`config.mk`:
```
export PLATFORM = sky130hd
export DESIGN_NAME = moore_seq_tx
export DESIGN_NICKNAME = d
export VERILOG_FILES = /design/src/rtl/moore_seq_tx.sv
export SDC_FILE = /design/constraint.sdc
export NUM_CORES = 1
export LEC_CHECK = 0
export BUFFER_PORTS_ARGS = -buffer_cell sky130_fd_sc_hd__clkbuf_2
export CAP_MARGIN = 20
export CORE_MARGIN = 8
export CORE_UTILIZATION = 43
export DETAILED_ROUTE_END_ITERATION = 7
export HOLD_SLACK_MARGIN = 0.12
export RECOVER_POWER = 100
export SLEW_MARGIN = 20
export SYNTH_ARGS = -nofsm -noshare
export SYNTH_HDL_FRONTEND = slang
export SYNTH_SLANG_ARGS = --single-unit
```
`constraint.sdc`:
```
create_clock -name clk -period 2.1 [get_ports clk]
set_input_delay 0 -clock clk [delete_from_list [all_inputs] [get_ports clk]]
set_output_delay 0 -clock clk [all_outputs]
set_load 0.02 [all_outputs]
```
`src/rtl/moore_seq_tx.sv`:
```
`default_nettype none
// +--------------------------------------------------------------------------+
// | moore_seq_tx : serial frame transmitter (sync word, payload, idle gap)    |
// | Rev 1.0                                                                   |
// +--------------------------------------------------------------------------+
module moore_seq_tx #(
  parameter int                SYNC_W     = 4,
  parameter logic [SYNC_W-1:0] SYNC       = 4'b1011,
  parameter int                DATA_W     = 8,
  parameter int                GAP_CYCLES = 1
) (
  input  logic              clk,
  input  logic              clear,
  input  logic              in_valid,
  input  logic [DATA_W-1:0] in_data,
  output logic              in_ready,
  output logic              out,
  output logic              busy,
  output logic              done
);

  localparam int c_max_sd = (SYNC_W > DATA_W) ? SYNC_W : DATA_W;
  localparam int c_max    = (c_max_sd > GAP_CYCLES) ? c_max_sd : GAP_CYCLES;
  localparam int c_cnt_w  = $clog2(c_max + 1);

  localparam logic [c_cnt_w-1:0] c_sync_last = c_cnt_w'(SYNC_W - 1);
  localparam logic [c_cnt_w-1:0] c_data_last = c_cnt_w'(DATA_W - 1);
  localparam logic [c_cnt_w-1:0] c_gap_last  = c_cnt_w'(GAP_CYCLES - 1);
  localparam logic [c_cnt_w-1:0] c_cnt_one   = c_cnt_w'(1);

  typedef enum logic [1:0] {
    S_IDLE = 2'd0,
    S_SYNC = 2'd1,
    S_DATA = 2'd2,
    S_GAP  = 2'd3
  } state_t;

  state_t              r_state;
  logic [c_cnt_w-1:0]  r_cnt;
  logic [SYNC_W-1:0]   r_sync;
  logic [DATA_W-1:0]   r_data;

  // Each branch pre-computes the bit for the next cycle so out stays registered.
  always_ff @(posedge clk) begin
    if (!clear) begin
      r_state  <= S_IDLE;
      r_cnt    <= '0;
      r_sync   <= '0;
      r_data   <= '0;
      out      <= 1'b0;
      busy     <= 1'b0;
      done     <= 1'b0;
      in_ready <= 1'b1;
    end else begin
      case (r_state)
        S_IDLE: begin
          out  <= 1'b0;
          done <= 1'b0;
          if (in_valid) begin
            r_state  <= S_SYNC;
            r_cnt    <= '0;
            r_data   <= in_data;
            r_sync   <= SYNC << 1;
            out      <= SYNC[SYNC_W-1];
            busy     <= 1'b1;
            in_ready <= 1'b0;
          end
        end
        S_SYNC: begin
          if (r_cnt == c_sync_last) begin
            r_state <= S_DATA;
            r_cnt   <= '0;
            out     <= r_data[DATA_W-1];
            r_data  <= r_data << 1;
          end else begin
            r_cnt  <= r_cnt + c_cnt_one;
            out    <= r_sync[SYNC_W-1];
            r_sync <= r_sync << 1;
          end
        end
        S_DATA: begin
          if (r_cnt == c_data_last) begin
            r_state <= S_GAP;
            r_cnt   <= '0;
            out     <= 1'b0;
            done    <= 1'b1;
          end else begin
            r_cnt  <= r_cnt + c_cnt_one;
            out    <= r_data[DATA_W-1];
            r_data <= r_data << 1;
          end
        end
        S_GAP: begin
          out  <= 1'b0;
          done <= 1'b0;
          if (r_cnt == c_gap_last) begin
            r_state  <= S_IDLE;
            r_cnt    <= '0;
            busy     <= 1'b0;
            in_ready <= 1'b1;
          end else begin
            r_cnt <= r_cnt + c_cnt_one;
          end
        end
        default: begin
          r_state  <= S_IDLE;
          r_cnt    <= '0;
          out      <= 1'b0;
          busy     <= 1'b0;
          done     <= 1'b0;
          in_ready <= 1'b1;
        end
      endcase
    end
  end

endmodule
`default_nettype wire

```
== Yosys cells after proc, flatten, opt, wreduce, memory -nomap -nowiden ==
Cells that the tools add are included.

* Flip-flop bits (word level): 22
* Output and inout port bits: 4

* Add/subtract/negate cells: 1
* Equal/unequal tests: 11
* Multiplexer cells: 29
* Reduce and logical (&&, ||, !) cells: 12

{| class="wikitable"
|+ Operators by type and width
! cell !! count
|-
| $mux 4 || 6
|-
| $mux 8 || 3
|-
| $pmux 8 s3 || 1
|-
| $pmux 4 s4 || 1
|-
| $ne 2x2->1 const B || 6
|-
| $mux 1 || 8
|-
| $mux 2 || 4
|-
| $pmux 2 s4 || 1
|-
| $pmux 4 s2 || 1
|-
| $reduce_and 4->1 || 2
|-
| $pmux 1 s2 || 3
|-
| $reduce_and 3->1 || 2
|-
| $reduce_bool 2->1 || 3
|-
| $add 4x1->4 const B || 1
|-
| $eq 2x2->1 const B || 2
|-
| $eq 4x2->1 const B || 1
|-
| $eq 4x3->1 const B || 1
|-
| $logic_not 4->1 || 1
|-
| $pmux 1 s4 || 1
|-
| $reduce_bool 3->1 || 1
|-
| $eq 2x1->1 const B || 1
|-
| $logic_not 2->1 || 1
|-
| $reduce_and 2->1 || 1
|-
| $reduce_or 2->1 || 1
|}

== Depth between registers and ports, before layout ==
Gate-level depths: netlist (run 1).

* Depth in word-level cells: 4
* Gate-level depth with buffers: 7
* Mapped depth without buffers: 6

== Least setup slack after synthesis (run 1) ==
Ideal clock, no wire load.

* Path kind: flip-flop to flip-flop
* From: reg r_cnt[0]
* To: reg r_cnt[1]
* Setup time: 0.115 ns
* Arrival time: 1.745 ns
* Path slack: 0.240 ns
* Stages on the path, launching flop included: 7
* Path buffers: 1
* Clock period less this slack: 1.860 ns
* Cells stage by stage: dfxtp_1 -> ha_1 -> or3b_1 -> clkbuf_2 -> a222oi_1 -> o22ai_1 -> and2_1

* Longest elaborated chain between the ends: 3
* Elaborated cells on any way between the ends: 8

{| class="wikitable"
|+ RTL lines
! what !! RTL line !! text
|-
| from (decl) || 39 || <nowiki>logic [c_cnt_w-1:0] r_cnt;</nowiki>
|-
| from (signal assigned) || 76 || <nowiki>r_cnt <= r_cnt + c_cnt_one;</nowiki>
|-
| from (signal assigned) || 88 || <nowiki>r_cnt <= r_cnt + c_cnt_one;</nowiki>
|-
| from (signal assigned) || 102 || <nowiki>r_cnt <= r_cnt + c_cnt_one;</nowiki>
|-
| $add 4x1->4 (tied with other cells) || 76, 88, 102 ||
|-
| $mux 4 (on tied branches) || 96, 70, 82 ||
|-
| $pmux 4 s4 (*) || 55 || <nowiki>case (r_state)</nowiki>
|}

Every way passes the cells marked *; elsewhere a longest branch is shown, timed or not.
A chain may end at the register's enable or synchronous reset.

== Worst setup path after layout (run 1) ==
Ends and elaborated chain as after synthesis.

==> metrics.md, run 1 <==
| Metric | Value |
|---|---|
| Final period utilization | `92.32%` |
| Largest net degree at the start of global routing | `15` |
| CTS H-tree depth | `1` |
| Top FF cell, synth | `dfxtp_1` |
| Worst setup SP type | `register` |
| # diodes | `0` |
| Synthesized instance count | `131` |
| Post-DP HPWL | `1941 µm` |
| Post-Synthesis Net Count | `149` |
| Post-synth cell types | `41` |
| Arrival time worst endpoint | `2.14 ns` |
| Data required, critical path | `2.30 ns` |
| Worst reg2reg setup slack | `0.16 ns` |
| Clock Sinks | `21` |
| CTS root buffer | `clkbuf_4` |
| Final max-slew violation count | `0` |
| WL final | `2675 µm` |
| Setup TNS | `0 ns` |
| Syn Area/Cell | `8.682 µm²` |
| Placer Congestion | `0.7881` |
| CP Class | `reg2reg` |
| Top cell type's share of synthesized area | `36.96%` |
| Post-CTS setup repair buffer count | `0` |
| Gr usage total | `12.78%` |
| Maximum VDD drop | `0.7346 mV` |
| Core ar. | `0.002500 mm²` |
| CTS tree | `yes` |
| Initial antenna violation count | `0` |
| Pwr dens | `1312 mW/mm²` |
| Worst Setup End Kind | `register` |
| P&R area growth vs syn | `20.79%` |
| Pleak | `0.5443 nW` |
| Async S/R FF share, synth | `0%` |
| Synth warn | `0` |
| Final net count | `177` |
| DRT iter0 DRCs | `90` |
| Final setup viols | `0` |
| Pre-CTS setup slack | `0.1940 ns` |
| I/O pins | `15` |
| RSZ-0062 raised after global routing | `false` |
| Post-Layout Cell Count | `188` |
| Die width | `67.43 µm` |
| Post-Route Skew | `0.003624 ns` |
| Number of CTS-inserted buffers | `3` |
| Fmax | `515.8 MHz` |
| First-pass GRT wire length | `4623 µm` |
| Worst Hold Class | `reg2reg` |
| Worst-path maximum fanout | `6` |
| Worst Tran Pin Value | `0.5108 ns` |
| DRC Markers | `0` |
| Reg clk slew, reported paths | `0.11 ns` |
| Post-synth EDFFs | `0` |
| Multi-input gate area | `659.4 µm²` |
| Final ANT Viol Nets | `0` |
| Clk_lat worst skew | `0.30 ns` |
| Number of buffers added on ports | `14` |
| Mapped Area | `0.001137 mm²` |
| Sequential fraction of the synthesis area | `36.96%` |
| Congestion Overflow GR | `0` |
| Wirelength per Cell | `14.23 µm` |
| Yosys reg bits | `21` |
| Die area | `0.004547 mm²` |
| Sequential standard cell area | `420.4 µm²` |
| Max-Cap Viols | `0` |
| # fillers | `234` |
| Row cnt | `18` |
| Number of global-route vias before repair | `1043` |
| Top post-synthesis cells by area | `dfxtp_1 37%, ha_1 7.7%, a21oi_1 7.0%` |
| # resized after CTS | `0` |
| Drt first pass iters | `4` |
| Post-Place Cells | `174` |
| Setup WS post-layout | `0.1612 ns` |
| Post-CTS Hold Fix Bufs | `10` |
| Initial Utilization | `45.50%` |
| Vias per inst | `5.543` |
| Final min period | `1.939 ns` |
| Synth area leader | `dfxtp_1` |
| Clk buf depth | `2` |
| Status | `finished clean` |
| Vias | `1042` |
| Share of cells above drive strength 1 | `15.82%` |
| Final hold viol count | `0` |
| Slew margin rel. | `65.94%` |
| Die extent in y | `67.43 µm` |
## critical path, stage by stage, from the launching register on
cell and delay, ns:
dfxtp_1 0.41, ha_1 0.25, or3b_1 0.46, a222oi_1 0.32, buf_4 0.19, o22ai_1 0.07, and2_0 0.15
## sequential cells by signal, indices dropped and copies added (netlist names)
| signal | count |
|---|---|
| done | 1 |
| busy | 1 |
| r_state | 2 |
| out | 1 |
| r_cnt | 4 |
| r_sync | 3 |
| r_data | 8 |
| in_ready | 1 |
## cell type report
cell class / instances / share of cell area (%)
Timing Repair Buffer: 30 / 14.85
Inverter: 7 / 1.913
Clock buffer: 4 / 1.913
Sequential cell: 21 / 30.60
Tap cell: 30 / 2.732
Multi-Input combinational cell: 96 / 48.00
## stage by stage
stage / cell area (µm²) / hold WS [ns] / total power, mW / utilization (%)
2_1_floorplan: 1137 / 0.1486 / 1.343 / -
3_3_place_gp: 1262 / 0.2667 / 1.600 / 50.50
3_5_place_dp: 1262 / 0.2890 / 1.617 / 50.50
4_1_cts: 1389 / 0.5099 / 1.831 / 55.56
5_1_grt: 1374 / 0.5264 / 1.964 / 54.96
6_report: 1374 / 0.4998 / 1.803 / 54.96
## power breakdown
group	internal [mW]	switching, mW
Clock	0.0739	0.121
Combinational	0.444	0.559
Sequential	0.528	0.0767
Total	1.05	0.757
## synth_stat cells (2+ instances only)
library cell / number
a211oi_1: 8
mux2i_1: 8
inv_1: 7
and2_1: 2
nand3_1: 5
nor2_1: 6
dfxtp_1: 21
nand2_1: 7
or2_2: 2
o21ai_0: 7
nor2b_1: 2
ha_1: 7
nand3b_1: 2
clkbuf_1: 5
a21oi_1: 16
## cells by family after synthesis
group / after synthesis / synth area share (%)
compound gates: 42 / 23.87
flops: 21 / 36.96
fa+ha+maj: 7 / 7.700
simple gates: 39 / 19.69
buf+inv: 14 / 4.730
mux: 8 / 7.041
## path summary, 6_finish.rpt
check	endpoint	depth (start not counted)	start
max	r_cnt[1]	6	r_cnt[0]
min	done	2	done
max reg2reg	r_cnt[1]	6	r_cnt[0]
min reg2reg	done	2	done
## per-layer routing
metal	GRT usage [%]	part of all wire, %	vias up
met5	0	0	-
met4	3.916	0.71	0
met3	3.146	4.6	2
met2	21.27	47	22
met1	15.89	47	489
li1	-	-	529
## placed cells by master, fill, tap and decap left out, types with 2 or more instances in the layout
cell type	synthesis	final
or2_2	2	2
clkbuf_2	1	11
and2_0	1	2
clkbuf_1	5	6
ha_1	7	7
buf_4	0	4
dlygate4sd3_1	0	10
clkbuf_4	0	3
mux2i_1	8	8
nor2b_1	2	2
nand3b_1	2	2
a211oi_1	8	8
inv_1	7	7
nor2_1	6	6
nand3_1	5	5
o21ai_0	7	7
nand2_1	7	7
a21oi_1	16	16
dfxtp_1	21	21
No activity file was read; power rests on OpenSTA's default activity.
==> run 2, diff against run 1 <==
MAX_ROUTING_LAYER = met4   (was unset)
==> metrics.md, run 2 (synthesis gave the netlist of run 1 again) <==
| Metric | Value |
|---|---|
| Status | `finished clean (unchanged)` |
| Worst Hold Class | `reg2reg (unchanged)` |
| Row cnt | `18 (unchanged)` |
| Worst reg2reg setup slack | `0.16 ns (about the same)` |
| Final max-slew violation count | `0 (unchanged)` |
| Hold Path End | `done (unchanged)` |
| Largest Register | `r_data (unchanged)` |
| Hold path start | `done (unchanged)` |
| Worst Tran Pin Value | `0.5106 ns (was 0.5108 ns)` |
| Wirelength per Cell | `14.22 µm (was 14.23 µm)` |
| Data required, critical path | `2.30 ns (about the same)` |
| Slowest cell on crit path | `or3b_1 (unchanged)` |
| Crit path cell chain | `ha_1 -> or3b_1 -> a222oi_1 -> buf_4 -> o22ai_1 -> and2_0 (unchanged)` |
| Initial antenna violation count | `0 (unchanged)` |
| Die extent in y | `67.43 µm (unchanged)` |
| Post-DP HPWL | `1941 µm (unchanged)` |
| Comb power frac | `55.7% (about the same)` |
| Tot Pwr | `1.802 mW (was 1.803 mW)` |
| Die width | `67.43 µm (unchanged)` |
| Buffers and inverters on the worst path | `1 (unchanged)` |
| Final net count | `177 (unchanged)` |
| Largest registers | `r_data (8), r_cnt (4), r_sync (3) (unchanged)` |
| Placed Area | `0.001262 mm² (unchanged)` |
| Hold Crit Depth | `2 (unchanged)` |
| Largest register FFs | `8 (unchanged)` |
| Worst setup SP type | `register (unchanged)` |
| Die area | `0.004547 mm² (unchanged)` |
| P&R area growth vs syn | `20.79% (unchanged)` |
| Most frequent cells in the layout | `21 x dfxtp_1, 16 x a21oi_1, 11 x clkbuf_2 (unchanged)` |
| Clock power frac | `10.8% (about the same)` |
| Worst-path maximum fanout | `6 (unchanged)` |
| RSZ-0062 raised after global routing | `false (unchanged)` |
| Worst stage delay on the critical path | `0.46 ns (about the same)` |
| CTS H-tree depth | `1 (unchanged)` |
| Pwr dens | `1312 mW/mm² (about the same)` |
| DRC Markers | `0 (unchanged)` |
| Number of buffers added on ports | `14 (unchanged)` |
| Drt first pass iters | `4 (unchanged)` |
| Post-Route Skew | `0.002917 ns (was 0.003624 ns)` |
| Internal Power | `1.046 mW (unchanged)` |
| Crit path from | `r_cnt[0] (unchanged)` |
| Congestion Overflow GR | `0 (unchanged)` |
| Worst Setup End Kind | `register (unchanged)` |
| Largest net degree at the start of global routing | `15 (unchanged)` |
| I/O pins | `15 (unchanged)` |
| Worst R2R Path Depth | `6 (unchanged)` |
| Sw Pwr | `0.7566 mW (was 0.7569 mW)` |
| Final setup viols | `0 (unchanged)` |
| Reg clk slew, reported paths | `0.11 ns (about the same)` |
| Post-CTS setup repair buffer count | `0 (unchanged)` |
| Core ar. | `0.002500 mm² (unchanged)` |
| Gr usage total | `13.18% (was 12.78%)` |
| Max-Cap Viols | `0 (unchanged)` |
| Arrival time worst endpoint | `2.14 ns (about the same)` |
| Initial Utilization | `45.50% (unchanged)` |
| Commonest non-fill, non-tap cell in the layout | `dfxtp_1 (unchanged)` |
| Vias | `1041 (was 1042)` |
| Share of cells above drive strength 1 | `15.82% (unchanged)` |
| Switching Fraction | `41.98% (was 41.99%)` |
| Final hold viol count | `0 (unchanged)` |
| Clock Sinks | `21 (unchanged)` |
| DRT iter0 DRCs | `92 (was 90)` |
| Setup TNS | `0 ns (unchanged)` |
| Slew margin rel. | `65.96% (was 65.94%)` |
| # diodes | `0 (unchanged)` |
| Number of global-route vias before repair | `1043 (unchanged)` |
| Crit Reg-Reg Startpoint | `r_cnt[0] (unchanged)` |
| Placer Congestion | `0.7991 (was 0.7881)` |
| CTS root buffer | `clkbuf_4 (unchanged)` |
| First-pass GRT wire length | `4616 µm (was 4623 µm)` |
| Clk_lat worst skew | `0.30 ns (about the same)` |
| Final min period | `1.938 ns (was 1.939 ns)` |
| Post-layout instance area | `0.001374 mm² (unchanged)` |
| Seq pwr share | `33.6% (about the same)` |
| Clk buf depth | `2 (unchanged)` |
| FF-to-FF End | `r_cnt[1] (unchanged)` |
| CP Class | `reg2reg (unchanged)` |
| CTS tree | `yes (unchanged)` |
| Maximum VDD drop | `0.7344 mV (was 0.7346 mV)` |
| Final ANT Viol Nets | `0 (unchanged)` |
| WL final | `2674 µm (was 2675 µm)` |
| Pleak | `0.5443 nW (unchanged)` |
| Final period utilization | `92.31% (was 92.32%)` |
| Number of CTS-inserted buffers | `3 (unchanged)` |
| Vias per inst | `5.537 (was 5.543)` |
| Fmax | `515.9 MHz (was 515.8 MHz)` |
| Critical path's top delay family | `simple AND/OR/NAND/NOR gates (unchanged)` |
## run 2: cell counts in the layout (fill, tap and decap cells not counted)
Identical to the previous run, type by type.
## run 2: per-layer routing
metal | vias to the layer above | global-route usage, % | part of all wire (%) | routed length, µm
met5 | - | - | 0 | 0
met4 | 0 | 3.916 | 0.71 | 19
met3 | 2 | 2.649 | 3.8 | 101
met2 | 22 | 21.27 | 47 | 1266
met1 | 488 | 16.17 | 48 | 1288
li1 | 529 | - | - | -
## run 2: power by group through the flow
stage / clock network (mW) / logic (mW) / registers [mW]
floorplan: 0 / 0.720 / 0.623
global placement: 0 / 0.994 / 0.606
detailed placement: 0 / 1.00 / 0.614
CTS: 0.203 / 1.02 / 0.605
global route: 0.221 / 1.12 / 0.621
finish: 0.194 / 1.00 / 0.605
## run 2: how the worst max path moves through the flow
stage	depth (start not counted)	endpoint
floorplan	6	r_cnt[1]
global placement	6	r_cnt[0]
detailed placement	6	r_cnt[1]
CTS	6	r_cnt[0]
global route	5	r_data[3]
finish	6	r_cnt[1]
## run 2: metrics by stage
stage	cells	worst slack, ns	util (%)	hold WS [ns]
floorplan	131	0.2398	-	0.1486
global placement	174	0.2410	50.50	0.2667
detailed placement	174	0.1940	50.50	0.2890
CTS	188	0.1702	55.56	0.5099
global route	188	0.03327	54.96	0.5265
finish	188	0.1616	54.96	0.5004
## run 2: worst register-to-register path: stages, from the launching register on
cell and delay [ns]:
dfxtp_1 0.41, ha_1 0.25, or3b_1 0.46, a222oi_1 0.32
buf_4 0.19, o22ai_1 0.07, and2_0 0.15
## run 2: what timing repair did
item,4_1_cts,5_1_grt
endpoints found under the hold margin,17,0
gates resized for setup,0,0
setup endpoints to repair,0,0
hold buffers,10,0
## run 2: area by class of cell
class	instances	area, µm²
fill	234	1126
multi-input combinational	96	659.4
sequential	21	420.4
timing repair buffer	30	203.9
inverter	7	26.28
clock buffer	4	26.28
tap	30	37.54
==> run 3, diff against run 2 <==
CTS_CLUSTER_SIZE = 30   (was unset)
clock period = 1.6 ns   (was 2.1 ns; I/O delays follow)
==> metrics.md, run 3 (synthesis gave the netlist of run 1 again) <==
| Metric | Value |
|---|---|
| DRT iter0 DRCs | `60 (was 92)` |
| Wirelength per Cell | `14.74 µm (was 14.22 µm)` |
| Largest register FFs | `8 (unchanged)` |
| Core ar. | `0.002500 mm² (unchanged)` |
| Post-Route Skew | `0.004094 ns (was 0.002917 ns)` |
| CTS tree | `yes (unchanged)` |
| Commonest non-fill, non-tap cell in the layout | `buf_4 (was dfxtp_1)` |
| Placer Congestion | `0.9158 (was 0.7991)` |
| Hold Crit Depth | `2 (unchanged)` |
| Sequential standard cell area | `427.9 µm² (was 420.4 µm²)` |
| Setup WS post-layout | `-0.2046 ns (was 0.1616 ns)` |
| P&R area growth vs syn | `46.42% (was 20.79%)` |
| First-pass GRT wire length | `5209 µm (was 4616 µm)` |
| Hold Slack | `0.4941 ns (was 0.5004 ns)` |
| Die width | `67.43 µm (unchanged)` |
| I/O pins | `15 (unchanged)` |
| Worst reg2reg setup slack | `-0.20 ns (was 0.16 ns)` |
| Number of CTS-inserted buffers | `3 (unchanged)` |
| Worst stage delay on the critical path | `0.53 ns (was 0.46 ns)` |
| CTS H-tree depth | `1 (unchanged)` |
| Drt first pass iters | `4 (unchanged)` |
| Number of global-route vias before repair | `1187 (was 1043)` |
| Slowest cell on crit path | `or4_4 (was or3b_1)` |
| Pwr dens | `1694 mW/mm² (was 1312 mW/mm²)` |
| # diodes | `0 (unchanged)` |
| Die area | `0.004547 mm² (unchanged)` |
| Placed Area | `0.001445 mm² (was 0.001262 mm²)` |
| Share of cells above drive strength 1 | `37.30% (was 15.82%)` |
| Worst Setup EP | `r_cnt[0] (was r_cnt[1])` |
| Worst setup SP type | `register (unchanged)` |
| Max-Cap Viols | `0 (unchanged)` |
| Final min period | `1.805 ns (was 1.938 ns)` |
| Maximum VDD drop | `1.076 mV (was 0.7344 mV)` |
| Final net count | `204 (was 177)` |
| Worst Tran Pin Value | `0.5054 ns (was 0.5106 ns)` |
| Data required, critical path | `1.84 ns (was 2.30 ns)` |
| Status | `finished, violations left (was finished clean)` |
| Post-DP HPWL | `2186 µm (was 1941 µm)` |
| Most frequent cells in the layout | `33 x buf_4, 19 x dfxtp_1, 14 x a21oi_1 (was 21 x dfxtp_1, 16 x a21oi_1, 11 x clkbuf_2)` |
| Worst-path maximum fanout | `3 (was 6)` |
| Clk buf depth | `2 (unchanged)` |
| # fillers | `202 (was 234)` |
| Vias | `1185 (was 1041)` |
| CP Class | `reg2reg (unchanged)` |
| Worst Hold Class | `reg2reg (unchanged)` |
| Largest net degree at the start of global routing | `15 (unchanged)` |
| Failing checks | `negative setup slack` |
| Pleak | `0.6956 nW (was 0.5443 nW)` |
| RSZ-0062 raised after global routing | `true (was false)` |
| Crit path cell chain | `inv_2 -> ha_4 -> or3b_4 -> a222oi_1 -> buf_4 -> or4_4 -> a21oi_2 (was ha_1 -> or3b_1 -> a222oi_1 -> buf_4 -> o22ai_1 -> and2_0)` |
| Vias per inst | `5.512 (was 5.537)` |
| Final max-slew violation count | `0 (unchanged)` |
| WL final | `3169 µm (was 2674 µm)` |
| Final ANT Viol Nets | `0 (unchanged)` |
| CTS root buffer | `clkbuf_4 (unchanged)` |
| Congestion Overflow GR | `0 (unchanged)` |
| Multi-input gate area | `733.2 µm² (was 659.4 µm²)` |
| Crit path from | `r_cnt[1] (was r_cnt[0])` |
| Post-layout instance area | `0.001665 mm² (was 0.001374 mm²)` |
| Pre-CTS setup slack | `-0.1757 ns (was 0.1940 ns)` |
| Final period utilization | `112.8% (was 92.31%)` |
| Gr usage total | `14.92% (was 13.18%)` |
| FF-to-FF End | `r_cnt[0] (was r_cnt[1])` |
| Reg clk slew, reported paths | `0.12 ns (was 0.11 ns)` |
| Final hold viol count | `0 (unchanged)` |
| DRC Markers | `0 (unchanged)` |
| Crit Reg-Reg Startpoint | `r_cnt[1] (was r_cnt[0])` |
| Initial Utilization | `45.50% (unchanged)` |
| Largest Register | `r_data (unchanged)` |
| Final setup viols | `17 (was 0)` |
| Number of buffers added on ports | `14 (unchanged)` |
| Die extent in y | `67.43 µm (unchanged)` |
| Slew margin rel. | `66.27% (was 65.96%)` |
| Clk_lat worst skew | `0.31 ns (was 0.30 ns)` |
| Clock Sinks | `21 (unchanged)` |
| Initial antenna violation count | `0 (unchanged)` |
| Largest registers | `r_data (8), r_cnt (4), r_sync (3) (unchanged)` |
| Worst Setup End Kind | `register (unchanged)` |
| Arrival time worst endpoint | `2.05 ns (was 2.14 ns)` |
| Row cnt | `18 (unchanged)` |
| Worst R2R Path Depth | `7 (was 6)` |
| Fmax | `554.1 MHz (was 515.9 MHz)` |
==> run 3: power breakdown <==
group	internal [mW]	leakage (nW)	switching, mW
Sequential	0.694	0.175	0.0913
Combinational	0.902	0.503	0.870
Clock	0.0936	0.0177	0.170
==> run 3: per-layer routing <==
metal	wire (µm)	part of all wire [%]	global-route usage, %	up-vias
li1	-	-	-	588
met1	1369	43	16.75	567
met2	1636	52	25.09	24
met3	104	3.3	3.146	6
met4	59	1.9	6.266	0
met5	0	0	-	-
==> run 3: worst min path at each step <==
stage	from	end
5_1_grt	in_data[0]	r_data[0]
3_3_place_gp	in_data[0]	r_data[0]
3_5_place_dp	in_data[0]	r_data[0]
2_1_floorplan	in_valid	out
4_1_cts	in_data[0]	r_data[0]
6_report	r_data[7]	out
==> run 3: worst max-delay path, delay by kind of cell, from the launching register on <==
kind                       cells  cell delay (ns)
and+or+nand+nor                2             0.76
DFF                            1             0.39
AOI/OAI and AO/OA              2             0.22
buffers and inverters          2             0.22
adders and majority gates      1             0.15
==> run 3: area by class of cell <==
| type | instances | share of cell area [%] |
|---|---|---|
| Multi-Input combinational cell | 96 | 44.03 |
| Sequential cell | 21 | 25.69 |
| Timing Repair Buffer | 57 | 24.79 |
| Tap cell | 30 | 2.254 |
| Inverter | 7 | 1.578 |
| Clock buffer | 3 | 1.352 |
| Clock inverter | 1 | 0.3005 |
==> run 3: what timing repair did <==
action	in CTS	in global routing
pin swaps	7	3
hold buffers	10	0
buffers inserted	4	2
endpoints found under the setup margin	18	20
endpoints found under the hold margin	17	0
resized for setup	11	7
==> run 3: stage by stage <==
stage	instances	setup TNS, ns	utilization, %	power [mW]
2_1_floorplan	131	-1.428	-	1.770
3_3_place_gp	196	-1.289	57.81	2.410
3_5_place_dp	196	-1.596	57.81	2.429
4_1_cts	213	-1.294	64.96	2.787
5_1_grt	215	-3.664	66.62	3.020
6_report	215	-1.658	66.62	2.821
